--- config.mk ---
export PLATFORM = sky130hd
export DESIGN_NAME = seq_detect_sched
export DESIGN_NICKNAME = d
export VERILOG_FILES = /design/src/rtl/seq_detect_pkg.sv /design/src/rtl/rr_arbiter.sv /design/src/rtl/seq_detect_sched.sv
export SDC_FILE = /design/constraint.sdc
export NUM_CORES = 1
export LEC_CHECK = 0
export CAP_MARGIN = 20
export CORE_MARGIN = 2
export CORE_UTILIZATION = 45
export CTS_CLUSTER_SIZE = 40
export DETAILED_ROUTE_END_ITERATION = 10
export GPL_TIMING_DRIVEN = 1
export PLACE_DENSITY_LB_ADDON = 0.25
export SLEW_MARGIN = 30
export SYNTH_ARGS = -nofsm -noshare
export SYNTH_HDL_FRONTEND = slang
export SYNTH_SLANG_ARGS = --single-unit
--- constraint.sdc ---
create_clock -name clk -period 8.7 [get_ports clk]
set_input_delay 0.87 -clock clk [delete_from_list [all_inputs] [get_ports clk]]
set_output_delay 0.87 -clock clk [all_outputs]
set_load 0.005 [all_outputs]
--- src/rtl/seq_detect_pkg.sv ---
// Shared "1010" detector definitions: context state encoding and the
// single next-state/match step used by the scheduler and the standalone detector.
package seq_detect_pkg;

  typedef enum logic [1:0] {
    S0   = 2'd0,
    S1   = 2'd1,
    S10  = 2'd2,
    S101 = 2'd3
  } state_e;

  typedef struct packed {
    state_e nxt;
    logic   match;
  } step_t;

  // A match returns to S0 so patterns never overlap.
  function automatic step_t detect_step(input state_e cur, input logic x);
    step_t r;
    r.nxt   = S0;
    r.match = 1'b0;
    case (cur)
      S0:      r.nxt = x ? S1 : S0;
      S1:      r.nxt = x ? S1 : S10;
      S10:     r.nxt = x ? S101 : S0;
      S101: begin
        r.nxt   = x ? S1 : S0;
        r.match = ~x;
      end
      default: r.nxt = S0;
    endcase
    return r;
  endfunction

endpackage

--- src/rtl/rr_arbiter.sv ---
// Round-robin arbiter: combinational one-hot grant searched from rr_ptr,
// pointer moves past the winner whenever a grant is taken.
module rr_arbiter #(
  parameter  int N_CH = 4,
  localparam int CH_W = $clog2(N_CH)
) (
  input  logic            clk,
  input  logic            rst_n,
  input  logic [N_CH-1:0] req,
  input  logic            advance,
  output logic [N_CH-1:0] gnt,
  output logic [CH_W-1:0] gnt_idx
);

  logic [CH_W-1:0] rr_ptr_r;
  logic [CH_W-1:0] cand_s;
  logic            found_s;

  // Scan requesters starting at rr_ptr; first valid one wins.
  always_comb begin
    gnt     = '0;
    gnt_idx = '0;
    found_s = 1'b0;
    cand_s  = '0;
    for (int i = 0; i < N_CH; i++) begin
      cand_s = CH_W'((int'(rr_ptr_r) + i) % N_CH);
      if (!found_s && req[cand_s]) begin
        found_s     = 1'b1;
        gnt[cand_s] = 1'b1;
        gnt_idx     = cand_s;
      end else begin
        found_s = found_s;
      end
    end
  end

  // Pointer update with explicit wrap so non-power-of-two N_CH works.
  always_ff @(posedge clk or negedge rst_n) begin
    if (!rst_n) begin
      rr_ptr_r <= '0;
    end else if (advance) begin
      if (gnt_idx == CH_W'(N_CH - 1)) begin
        rr_ptr_r <= '0;
      end else begin
        rr_ptr_r <= gnt_idx + CH_W'(1);
      end
    end else begin
      rr_ptr_r <= rr_ptr_r;
    end
  end

endmodule

--- src/rtl/seq_detect_sched.sv ---
// Time-multiplexed "1010" detector: one shared step function, a 2-bit context
// per channel, round-robin bit acceptance and saturating per-channel match counters.
module seq_detect_sched
  import seq_detect_pkg::*;
#(
  parameter  int N_CH  = 4,
  parameter  int CNT_W = 8,
  localparam int CH_W  = $clog2(N_CH)
) (
  input  logic             clk,
  input  logic             rst_n,
  input  logic [N_CH-1:0]  in_valid,
  input  logic [N_CH-1:0]  in_bit,
  output logic [N_CH-1:0]  in_ready,
  input  logic [N_CH-1:0]  ctx_clr,
  output logic             match_valid,
  output logic [CH_W-1:0]  match_ch,
  input  logic             cnt_clr,
  input  logic [CH_W-1:0]  cnt_sel,
  output logic [CNT_W-1:0] cnt_out
);

  logic [N_CH-1:0]  gnt_s;
  logic [CH_W-1:0]  gnt_idx_s;
  logic             acc_s;
  step_t            step_s;
  logic             match_s;
  state_e           ctx_r [N_CH];
  logic [CNT_W-1:0] cnt_r [N_CH];
  logic             match_valid_r;
  logic [CH_W-1:0]  match_ch_r;

  rr_arbiter #(.N_CH(N_CH)) u_arb (
    .clk     (clk),
    .rst_n   (rst_n),
    .req     (in_valid),
    .advance (acc_s),
    .gnt     (gnt_s),
    .gnt_idx (gnt_idx_s)
  );

  assign in_ready    = gnt_s;
  assign acc_s       = |gnt_s;
  assign match_valid = match_valid_r;
  assign match_ch    = match_ch_r;

  // Shared datapath: step the granted channel; a coincident ctx_clr suppresses the match.
  always_comb begin
    step_s  = detect_step(ctx_r[gnt_idx_s], in_bit[gnt_idx_s]);
    match_s = acc_s & step_s.match & ~ctx_clr[gnt_idx_s];
  end

  // Counter read port; out-of-range selects read zero.
  always_comb begin
    cnt_out = '0;
    if (int'(cnt_sel) < N_CH) begin
      cnt_out = cnt_r[cnt_sel];
    end else begin
      cnt_out = '0;
    end
  end

  // Context array: clear wins over a granted bit.
  always_ff @(posedge clk or negedge rst_n) begin
    if (!rst_n) begin
      for (int i = 0; i < N_CH; i++) ctx_r[i] <= S0;
    end else begin
      for (int i = 0; i < N_CH; i++) begin
        if (ctx_clr[i]) begin
          ctx_r[i] <= S0;
        end else if (gnt_s[i]) begin
          ctx_r[i] <= step_s.nxt;
        end else begin
          ctx_r[i] <= ctx_r[i];
        end
      end
    end
  end

  // Match pulse; channel index holds between matches.
  always_ff @(posedge clk or negedge rst_n) begin
    if (!rst_n) begin
      match_valid_r <= 1'b0;
      match_ch_r    <= '0;
    end else begin
      match_valid_r <= match_s;
      if (match_s) begin
        match_ch_r <= gnt_idx_s;
      end else begin
        match_ch_r <= match_ch_r;
      end
    end
  end

  // Saturating counters; a global clear discards a coincident match.
  always_ff @(posedge clk or negedge rst_n) begin
    if (!rst_n) begin
      for (int i = 0; i < N_CH; i++) cnt_r[i] <= '0;
    end else begin
      for (int i = 0; i < N_CH; i++) begin
        if (cnt_clr) begin
          cnt_r[i] <= '0;
        end else if (match_s && (gnt_idx_s == CH_W'(i)) && (cnt_r[i] != {CNT_W{1'b1}})) begin
          cnt_r[i] <= cnt_r[i] + CNT_W'(1);
        end else begin
          cnt_r[i] <= cnt_r[i];
        end
      end
    end
  end

endmodule

# Yosys cells after proc, flatten, opt, wreduce, memory -nomap -nowiden
# Cells that the tools add are included.
# Widths: inputs -> output; s select.
word_totals:
  out_inout_bits: 15
  ff_bits: 45
  input_bits: 17
classes:
  n_lt_le_gt_ge: 11
  muxes: 59
  n_bitwise: 9
  reduce_logical: 30
  add_sub_neg: 8
  n_eq_ne: 10
op_table:
  columns: ["operator", "count"]
  rows:
  - ["$mux 8", 10]
  - ["$mux 2", 17]
  - ["$add 8x1->8 const B", 4]
  - ["$ne 8x8->1 const B", 4]
  - ["$bmux 8 s2", 1]
  - ["$mux 4", 4]
  - ["$reduce_bool 2->1", 8]
  - ["$logic_and 1x1->1", 15]
  - ["$lt 2x3->1 const B", 5]
  - ["$mux 1", 15]
  - ["$bmux 1 s2", 6]
  - ["$or 4x4->4", 3]
  - ["$demux 1 s2", 4]
  - ["$eq 2x2->1 const B", 4]
  - ["$ge 2x1->1 const B", 4]
  - ["$ge 3x3->1 const B", 2]
  - ["$not 2->3", 2]
  - ["$pmux 2 s3", 1]
  - ["$add 2x1->2 const B", 2]
  - ["$add 2x2->2 const B", 2]
  - ["$bmux 2 s2", 1]
  - ["$eq 2x1->1 const B", 2]
  - ["$logic_not 2->1", 2]
  - ["$reduce_or 4->1", 1]
  - ["4 further kinds", 8]

# Logic depth before layout (Yosys ltp)
# Gate-level depths: netlist of the first run.
depth:
  ltp_word: 24
  ltp_mapped: 16
  depth_no_buf: 12

# Modules after synthesis
# A second synthesis of the first run with hierarchy kept.
unflattened:
  cells_unflattened: 322
  hier_area_um2: 3331.9
modules_own_cells:
  columns: ["mod", "area_per_inst_um2", "cells_each", "instances"]
  rows:
  - ["seq_detect_sched", 2837.7, 267, 1]
  - ["rr_arbiter", 494.2, 55, 1]

# Least setup slack after synthesis of the first run
# No wires, ideal clock.
synth_path:
  kind: "reg-to-reg"
  startpoint: "reg u_arb.rr_ptr_r[1]"
  endpoint: "reg cnt_r[13] (netlist bit)"
  setup_slack_ps: 4988
  setup_ps: 128
  t_arrival_ps: 3585
  stages_incl_launch_ff: 12
  synth_period_minus_slack_ps: 3712
  path_cell_list: "dfrtp_1 -> clkbuf_1 -> inv_1 -> ha_1 -> buf_6 -> mux4_2 -> buf_2 -> a311oi_4 -> mux2_2 -> buf_2 -> nor4_1 -> mux2_1"
synth_between:
  elab_chain_cells: 23
  elab_cells_between_ends: 70
synth_lines:
  columns: ["item", "line_no", "rtl"]
  rows:
  - ["start, declared", "rr_arbiter.sv:15", "logic [CH_W-1:0] rr_ptr_r;"]
  - ["start signal, assigned", "rr_arbiter.sv:45", "rr_ptr_r <= gnt_idx + CH_W'(1);"]
  - ["start signal, assigned", "rr_arbiter.sv:48", "rr_ptr_r <= rr_ptr_r;"]
  - ["parallel branches: the longest is 11 deep, another holds $add 2x1->2", null, null]
  - ["$mux 2 *", "rr_arbiter.sv:27", "if (!found_s && req[cand_s]) begin"]
  - ["net gnt_idx_s[0]", "seq_detect_sched.sv:24", "logic [CH_W-1:0] gnt_idx_s;"]
  - ["$not 2->3 (implied by the code)", "seq_detect_sched.sv:49", "step_s = detect_step(ctx_r[gnt_idx_s], in_bit[gnt_idx_s]);"]
  - ["$bmux 2 s2", "seq_detect_sched.sv:49", null]
  - ["$mux 2 (implied by the code) (2 in series)", "seq_detect_sched.sv:49", null]
  - ["$eq 2x2->1", "seq_detect_pkg.sv:22", "case (cur)"]
  - ["$mux 1", "seq_detect_pkg.sv:22", null]
  - ["$and 1x1->1 (2 in series)", "seq_detect_sched.sv:50", "match_s = acc_s & step_s.match & ~ctx_clr[gnt_idx_s];"]
  - ["$logic_and 1x1->1 * (2 in series)", "seq_detect_sched.sv:103", "end else if (match_s && (gnt_idx_s == CH_W'(i)) && (cnt_r[i] != {CNT_W{1'b1}})) begin"]
  - ["$reduce_bool 2->1 (no line) *", null, null]
  - ["end signal, assigned by index", "seq_detect_sched.sv:104", "cnt_r[i] <= cnt_r[i] + CNT_W'(1);"]
  - ["end signal, assigned by index", "seq_detect_sched.sv:106", "cnt_r[i] <= cnt_r[i];"]
  - ["end, declared", "seq_detect_sched.sv:29", "logic [CNT_W-1:0] cnt_r [N_CH];"]
# Mark *: on every way through the listed nets, which the timed path passes. The select of a mux whose other input is x is not followed.
# A chain may end at the register's enable or synchronous reset.

# Worst setup path after layout of the first run
layout_path:
  startpoint: "reg u_arb.rr_ptr_r[0]"
  endpoint: "out in_ready[3]"
layout_between:
  elab_chain_cells: 12
  elab_cells_between_ends: 47
layout_lines:
  columns: ["item", "line_no", "rtl"]
  rows:
  - ["parallel branches: the longest is 11 deep, another holds $lt 2x3->1", null, null]
  - ["$mux 4 *", "rr_arbiter.sv:27", null]
  - ["end, declared", "seq_detect_sched.sv:14", "output logic [N_CH-1:0] in_ready,"]
# Mark *: on every way between the ends. The select of a mux whose other input is x is not followed.

==> impl_metrics.tcl, run 1 <==
set metrics [dict create \
    rsz0062_at_grt "false" \
    first_iter_violations 155 \
    num_rows 32 \
    firstDrtPassIters 4 \
    grt_pass1_vias 2920 \
    grt_pass1_wl_mm 14.26 \
    r2r-end "match_ch[0]$_DFFE_PN0P_" \
    die_h_um 92.46 \
    clk_pin_slew_ns 0.10 \
    switching_share_pct 49.29 \
    instances_no_fill 503 \
    utilization_pct 51.42 \
    io_buffer_count 31 \
    cts_resized 0 \
    crit_fanout 18 \
    fin_worst_skew_ns 0.01517 \
    synth_area_um2 3521 \
    ys_top_cells_by_area "dfrtp_1 32%, mux2_1 6.4%, mux4_2 6.4%, ha_1 4.6%, nor2_1 3.2%" \
    routedWlPerCell_um 16.59 \
    setup_tns_ns 0 \
    synth_top_area_share_pct 31.98 \
    coreArea_um2 7647 \
    power.density_nw_per_um2 245.7 \
    ios 32 \
    required_ns 7.83 \
    avgSynthCellArea_um2 9.169 \
    clk_latency_ns 0.31 \
    cts_hold_repair.buffers 0 \
    p_int_uw 490.1 \
    numPlacedInstances 495 \
    tightest_slew_ns 0.8220 \
    met1_usage_pct 28.96 \
    die_w_um 92.46 \
    crit_slowest_cell "dfrtp_1" \
    pwr-share-comb_pct 58.2 \
    startpoint "u_arb.rr_ptr_r[0]$_DFFE_PN0P_" \
    worstPathCellList "inv_1, ha_1, mux4_2, nand4_1, o31ai_1, a2111oi_1, inv_1, clkdlybuf4s50_1" \
    synthFlopType "dfrtp_1" \
    ys_seq_elements 45 \
    worst-path-stages 8 \
    postCtsSetupRepairBufs 0 \
    seqPwrFrac_pct 27.8 \
    endpoint "in_ready[3]" \
    critPathCaptureType "output pin" \
    area_growth_syn_to_layout_pct 11.69 \
    grtUsageMet3_pct 2.929 \
    async_flop_share_pct 100.0 \
    period_needed_ns 4.975 \
    dpl.hpwl_mm 5.853 \
    crit_top_cell "inv_1" \
    period_share_pct 57.18 \
    setup_viol 0 \
    peakVddDrop_mv 0.2204 \
    cpPeakStageDelay_ns 0.78 \
    synth_edf_count 0 \
    outcome "completed" \
    grtUsageTotal_pct 20.57 \
    ys_seq_area_share_pct 31.98 \
    drive_gt1_share_pct 9.227 \
    power_switching_uw 476.3 \
    cp.arrival_ns 4.11 \
    drtAntennaViolNets 0 \
    cts_max_path_buffers 2 \
    grt_antenna_before_repair 0 \
    grt-ovfl-total 0 \
    reg2reg_slack_ns 4.23 \
    layout.nets 430 \
    ys_types 57 \
    cpLargestDelayFamily "buffers and inverters" \
    vias_per_cell 6.034 \
    ys_warn_count 0 \
    clockRootBuffer "clkbuf_8" \
    drc 0 \
    p_leak_nw 1.551 \
    grt_max_degree 46 \
    vias 3035 \
    drv_cap 0 \
    place_congestion 0.8140 \
    wirelength_mm 8.344 \
    fmax_mhz 201.0 \
    min-delay-path-class "register to register" \
    die-area_um2 8548 \
    start_util_pct 46.04 \
    antennaDiodeCount 0 \
    startpoint_type "register" \
    numCtsBuffers 5 \
    finalMaxSlewViolations 0 \
    top_usage_layer "met2" \
    cts_sinks 45 \
    htreeDepth 2 \
    synthCells 384 \
    critical_path_buf_inv_count 3 \
    maxSlewHeadroom_pct 45.06 \
    hold_viol 0 \
    crit-reg2reg-launch "u_arb.rr_ptr_r[0]$_DFFE_PN0P_" \
    power_frac_clock_pct 14.0 \
    r2r_cells 10 \
    tritoncts "yes" \
    use_met2_pct 33.76 \
    syn_nets 414 \
    crit_type "register to output pin" \
    synth_top_area_cell "dfrtp_1" \
]
==> registers in the layout, indices dropped and copies added (netlist names) <==
| signal | cells |
|---|---|
| match_valid | 1 |
| ctx_r | 8 |
| match_ch | 2 |
| cnt_r | 32 |
| u_arb.rr_ptr_r | 2 |
==> per-layer routing <==
layer / share of wire (%) / up-vias
met2: 49 / 80
met5: 0 / -
li1: - / 1467
met3: 4.1 / 6
met1: 46 / 1482
met4: 1.0 / 0
==> cells by family after synthesis <==
group / synth area share (%)
mux: 16.56
flops: 31.98
fa+ha+maj: 4.620
simple gates: 25.66
compound gates: 15.17
buf+inv: 6.005
==> layout by cell type, fill, tap and decap left out, types with 3 or more instances in the layout <==
master and instances:
buf_4 3, clkbuf_8 5, nand2b_1 4, or4_1 9
nor4_1 6, a21oi_1 18, dfrtp_1 45, and3b_1 3
or3_1 6, nand3_1 16, clkdlybuf4s50_1 30, inv_2 4
nor2_1 30, nand2_1 24, nor3_1 12, and4_1 3
mux2i_1 11, mux4_2 10, nand4_1 14, nor2b_1 15
o31ai_1 12, mux2_1 20, o21ai_0 10, o21ai_1 6
a41oi_1 4, ha_1 13, and3_1 4, a211oi_1 4
nor3b_1 4, inv_1 17, and2_1 6
==> synth_stat cells (11+ instances only) <==
library cell	instances
o31ai_1	12
nor3_1	12
a21oi_1	18
inv_1	17
mux2i_1	11
nor2b_1	15
mux2_1	20
ha_1	13
nand2_1	24
dfrtp_1	45
nand4_1	14
nand3_1	16
nor2_1	30
==> through the flow <==
| stage | power (mW) | area [µm²] | hold WS (ns) | setup WS (ns) |
|---|---|---|---|---|
| 4_1_cts | 0.9774 | 3933 | 0.4951 | 3.747 |
| 5_1_grt | 1.051 | 3933 | 0.5222 | 3.344 |
| 3_3_place_gp | 0.8321 | 3840 | 0.4744 | 4.169 |
| 2_1_floorplan | 0.7212 | 3521 | 0.4828 | 4.988 |
| 6_report | 0.9664 | 3933 | 0.4897 | 3.725 |
| 3_5_place_dp | 0.8385 | 3842 | 0.4741 | 4.079 |
==> power groups by stage <==
stage	combinational, mW	sequential [mW]	clock (mW)
after floorplan	0.469	0.252	0
after global placement	0.560	0.272	0
after detailed placement	0.566	0.273	0
after CTS	0.568	0.269	0.140
after global routing	0.626	0.276	0.149
final	0.562	0.269	0.135
==> area by class of cell <==
| cell class | instances | area, µm² |
|---|---|---|
| clock buffer | 5 | 68.82 |
| clock inverter | 3 | 21.27 |
| fill | 715 | 3715 |
| inverter | 22 | 82.58 |
| multi-input combinational | 293 | 2183 |
| sequential | 45 | 1126 |
| tap | 102 | 127.6 |
| timing repair buffer | 33 | 322.8 |
==> worst min path at each step <==
stage	startpoint	to	slack, ns	depth (start not counted)
floorplan	match_ch[0]$_DFFE_PN0P_	match_ch[0]$_DFFE_PN0P_	0.48	1
global placement	match_ch[0]$_DFFE_PN0P_	match_ch[0]$_DFFE_PN0P_	0.47	1
detailed placement	match_ch[0]$_DFFE_PN0P_	match_ch[0]$_DFFE_PN0P_	0.47	1
CTS	match_ch[0]$_DFFE_PN0P_	match_ch[0]$_DFFE_PN0P_	0.50	1
global route	match_ch[1]$_DFFE_PN0P_	match_ch[1]$_DFFE_PN0P_	0.52	1
finish	match_ch[0]$_DFFE_PN0P_	match_ch[0]$_DFFE_PN0P_	0.49	1
No activity file was read; power rests on OpenSTA's default activity.
==> run 2, diff against run 1 <==
Clock period 8.7 ns to 4.4 ns, I/O delays scaled along.
==> run 2 against run 1 <==
Clock-buffer cell count grew 2. Final area grew 1.1%. Setup slack lost 3.4 ns. Sequential power grew 88%. Flip-flop and latch count is the same. First-iteration DRC count shrank 1.9%. Highest routed layer unchanged. Cell count grew 0.99%. Largest cell class unchanged.
==> impl_metrics.tcl, run 2 (synthesis gave the netlist of run 1 again) <==
set metrics [dict create \
    numCtsBuffers 5 \
    regMostFlops "cnt_r" \
    clockRootBuffer "clkbuf_8" \
    first_iter_violations 152 \
    wirelength_mm 8.290 \
    vias 3041 \
    critPathCaptureType "output pin" \
    drv_cap 0 \
    r2r_cells 11 \
    final_cell_mix "45 x dfrtp_1, 30 x nor2_1, 30 x clkdlybuf4s50_1, 24 x nand2_1, 20 x mux2_1" \
    dpl.hpwl_mm 5.941 \
    die_h_um 92.46 \
    io_buffer_count 31 \
    startpoint_type "register" \
    p_int_mw 1.048 \
    drtAntennaViolNets 0 \
    crit_fanout 17 \
    rsz0062_at_grt "false" \
    grt_max_degree 46 \
    power.density_nw_per_um2 497.8 \
    reg_top3 "cnt_r (32), ctx_r (8)" \
    cts_resized 0 \
    reg2reg_slack_ns 0.40 \
    place_congestion 0.8305 \
    largest_reg_flops 32 \
    switching_share_pct 47.03 \
    period_needed_ns 4.111 \
    period_share_pct 93.44 \
    min-delay-path-class "input port to async pin" \
    fillCellCount 732 \
    power_switching_uw 930.9 \
    startpoint "u_arb.rr_ptr_r[1]$_DFFE_PN0P_" \
    cts_sinks 45 \
    grt_antenna_before_repair 0 \
    fin_area_um2 3976 \
    clk_pin_slew_ns 0.09 \
    grt_pass1_vias 2867 \
    drive_gt1_share_pct 9.852 \
    die-area_um2 8548 \
    setup_tns_ns 0 \
    antennaDiodeCount 0 \
    routedWlPerCell_um 16.32 \
    vias_per_cell 5.986 \
    grt_pass1_wl_mm 14.06 \
    cts_max_path_buffers 2 \
    grtUsageTotal_pct 20.33 \
    area_growth_syn_to_layout_pct 12.94 \
    coreArea_um2 7647 \
    tritoncts "yes" \
    p_leak_nw 1.573 \
    die_w_um 92.46 \
    final_common_cell "dfrtp_1" \
    peakVddDrop_mv 0.4405 \
    start_util_pct 46.04 \
    htreeDepth 2 \
    ios 32 \
    outcome "completed" \
    power.total_mw 1.979 \
    ff_latch_area_um2 1126 \
    num_rows 32 \
    power_frac_clock_pct 12.9 \
    place_area_um2 3892 \
    cp.arrival_ns 3.67 \
    tightest_slew_ns 0.7677 \
    finalMaxSlewViolations 0 \
    hold_viol 0 \
    required_ns 3.96 \
    cts_hold_repair.buffers 0 \
    seqPwrFrac_pct 25.6 \
    multi_input_comb_area_um2 2183 \
    grt-ovfl-total 0 \
    fmax_mhz 243.2 \
    firstDrtPassIters 4 \
    setup_viol 0 \
    clk_latency_ns 0.30 \
    crit-reg2reg-launch "u_arb.rr_ptr_r[1]$_DFFE_PN0P_" \
    maxSlewHeadroom_pct 48.82 \
    pwr-share-comb_pct 61.5 \
    r2r-end "cnt_r[12]$_DFFE_PN0P_" \
    fin_worst_skew_ns 0.01289 \
    postCtsSetupRepairBufs 0 \
    drc 0 \
    crit_type "register to output pin" \
    layout.nets 435 \
]
-- run 2: cell types whose count changed in the layout (fill, tap and decap cells not counted), sizes merged --
cell    delta
inv        -1
clkinv     -1
clkbuf     +2
buf        +5
-- run 2: area by class of cell --
| class | instances | share of cell area (%) |
|---|---|---|
| multi-input combinational | 293 | 54.91 |
| sequential | 45 | 28.32 |
| timing repair buffer | 38 | 9.377 |
| tap | 102 | 3.210 |
| inverter | 22 | 2.077 |
| clock buffer | 7 | 1.919 |
| clock inverter | 1 | 0.1888 |
-- run 2: routing by layer --
metal  vias up  wire length, µm  global-route usage (%)
met3        10              334                   2.929
met4         0              137                   5.721
li1       1480                -                       -
met1      1479             3847                   27.09
met2        72             3970                   34.49
met5         -                0                       0
-- run 2: critical path: stages (launching register included) --
cell and delay, ns:
dfrtp_1 0.60, inv_1 0.18, ha_1 0.50, mux4_2 0.72, nand4_1 0.16, o31ai_1 0.10, a2111oi_2 0.49, inv_1 0.16
clkdlybuf4s50_1 0.48
-- run 2: worst max-delay path by stage --
stage	to	slack [ns]	depth (start not counted)
after floorplan	cnt_r[13]$_DFFE_PN0P_	0.69	11
after global placement	cnt_r[5]$_DFFE_PN0P_	0.52	11
after detailed placement	cnt_r[12]$_DFFE_PN0P_	0.41	9
after CTS	in_ready[0]	0.25	8
after global routing	in_ready[1]	0.03	8
final	in_ready[0]	0.29	8
-- run 2: power groups by stage --
stage               clock, mW  combinational, mW  sequential [mW]
finish                  0.256               1.22            0.507
detailed placement          0               1.22            0.514
floorplan                   0              0.928            0.498
CTS                     0.263               1.23            0.507
global route            0.276               1.35            0.515
global placement            0               1.22            0.514
-- run 2: per-stage QoR --
stage	instances	hold slack [ns]	worst slack, ns	util [%]
floorplan	384	0.1444	0.6878	-
global placement	500	0.5031	0.5153	50.87
detailed placement	500	0.4882	0.4071	50.90
CTS	508	0.1565	0.2531	52.00
global route	508	0.1689	0.03119	52.00
finish	508	0.1222	0.2886	52.00
==> run 3, diff against run 2 <==
Clock period 4.4 ns to 5.3 ns, I/O delays scaled along.
==> run 3 against run 2 <==
Clock power down 14%. Hold slack improved by 0.098 ns. Sequential share of layout area is 0.32 points higher. Routed wire length hardly changed. First-iteration DRC count grew 17%. Combinational power decreased by 25%. Sequential power decreased by 13%. Register-to-register slack gained 0.51 ns. Critical endpoint is now in_ready[3]. Largest cell class unchanged. Largest power group unchanged.
==> impl_metrics.tcl, run 3 (synthesis gave the netlist of run 1 again) <==
set metrics [dict create \
    outcome "completed" \
    vias 2993 \
    cts_resized 0 \
    final_cell_mix "45 x dfrtp_1, 30 x nor2_1, 30 x clkdlybuf4s50_1, 24 x nand2_1, 20 x mux2_1" \
    die_w_um 92.46 \
    place_congestion 0.8528 \
    power.total_mw 1.573 \
    dpl.hpwl_mm 5.870 \
    ff_latch_area_um2 1126 \
    postCtsSetupRepairBufs 0 \
    tightest_slew_ns 0.8397 \
    grt_max_degree 46 \
    drive_gt1_share_pct 9.000 \
    crit_fanout 18 \
    tritoncts "yes" \
    io_buffer_count 31 \
    multi_input_comb_area_um2 2183 \
    coreArea_um2 7647 \
    vias_per_cell 5.962 \
    fin_worst_skew_ns 0.009907 \
    clk_latency_ns 0.30 \
    required_ns 4.77 \
    numCtsBuffers 5 \
    largest_reg_flops 32 \
    regMostFlops "cnt_r" \
    die_h_um 92.46 \
    wirelength_mm 8.286 \
    grtUsageTotal_pct 20.46 \
    rsz0062_at_grt "false" \
    grt_antenna_before_repair 0 \
    cts_max_path_buffers 2 \
    hold_viol 0 \
    crit_type "register to output pin" \
    min-delay-path-class "input port to async pin" \
    first_iter_violations 178 \
    maxSlewHeadroom_pct 43.88 \
    firstDrtPassIters 5 \
    num_rows 32 \
    preCtsSetupSlack_ns 0.9839 \
    critPathCaptureType "output pin" \
    drv_cap 0 \
    setup_viol 0 \
    drc 0 \
    antennaDiodeCount 0 \
    p_leak_nw 1.550 \
    cts_hold_repair.buffers 0 \
    drtAntennaViolNets 0 \
    layout.nets 430 \
    fmax_mhz 216.9 \
    reg_top3 "cnt_r (32), ctx_r (8)" \
    cp.arrival_ns 4.08 \
    setup_tns_ns 0 \
    clk_pin_slew_ns 0.09 \
    power.density_nw_per_um2 399.9 \
    grt_pass1_vias 2870 \
    fillCellCount 743 \
    finalMaxSlewViolations 0 \
    cts_sinks 45 \
    peakVddDrop_mv 0.3068 \
    routedWlPerCell_um 16.51 \
    ios 32 \
    startpoint_type "register" \
    grt_pass1_wl_mm 14.21 \
    grt-ovfl-total 0 \
    htreeDepth 2 \
    area_growth_syn_to_layout_pct 11.69 \
    period_share_pct 87.00 \
    start_util_pct 46.04 \
    die-area_um2 8548 \
    final_common_cell "dfrtp_1" \
    period_needed_ns 4.611 \
    worst_slack_ns 0.6890 \
    clockRootBuffer "clkbuf_8" \
    fin_area_um2 3933 \
    place_area_um2 3842 \
]
## run 3: cell types whose count changed in the layout (fill, tap and decap cells not counted)
cell,change
clkbuf_1,-2
buf_12,-1
clkbuf_8,+1
buf_4,-4
## run 3: worst paths after layout
path	start	to	slack, ns	depth (start not counted)
min in group clk	match_ch[1]$_DFFE_PN0P_	match_ch[1]$_DFFE_PN0P_	0.50	1
max reg2reg	u_arb.rr_ptr_r[0]$_DFFE_PN0P_	cnt_r[19]$_DFFE_PN0P_	0.91	10
min	rst_n	cnt_r[31]$_DFFE_PN0P_	0.22	1
max in group asynchronous	rst_n	cnt_r[0]$_DFFE_PN0P_	4.66	1
max	u_arb.rr_ptr_r[0]$_DFFE_PN0P_	in_ready[3]	0.69	8
min reg2reg	match_ch[1]$_DFFE_PN0P_	match_ch[1]$_DFFE_PN0P_	0.50	1
## run 3: final cells by class
| class | count | share of cell area (%) |
|---|---|---|
| Clock buffer | 6 | 2.100 |
| Clock inverter | 1 | 0.1909 |
| Inverter | 22 | 2.100 |
| Multi-Input combinational cell | 293 | 55.52 |
| Sequential cell | 45 | 28.64 |
| Tap cell | 102 | 3.245 |
| Timing Repair Buffer | 33 | 8.209 |
## run 3: routing by layer
metal | vias to the layer above | part of all wire (%) | routed length [µm] | global-route usage, %
met5 | - | 0 | 0 | 0
met4 | 0 | 1.0 | 87 | 5.224
met3 | 7 | 3.6 | 300 | 2.360
met2 | 63 | 48 | 3949 | 34.25
met1 | 1459 | 48 | 3948 | 28.29
li1 | 1464 | - | - | -
## run 3: power breakdown
group,switching (mW),internal (mW)
clock network,0.117,0.103
logic,0.583,0.327
registers,0.0582,0.384
total,0.758,0.814
## run 3: worst max-delay path: stages, from the launching register on
cell and delay [ns]:
dfrtp_1 0.76, inv_1 0.18, ha_1 0.48, mux4_2 0.72, nand4_1 0.16, o31ai_1 0.08
a2111oi_1 0.73, inv_1 0.18, clkdlybuf4s50_1 0.50
## run 3: through the flow
step / cells / utilization [%] / hold slack, ns
finish: 502 / 51.42 / 0.2200
global route: 502 / 51.42 / 0.2701
CTS: 502 / 51.42 / 0.2493
detailed placement: 495 / 50.25 / 0.4880
global placement: 495 / 50.21 / 0.4766
floorplan: 384 / - / 0.2344
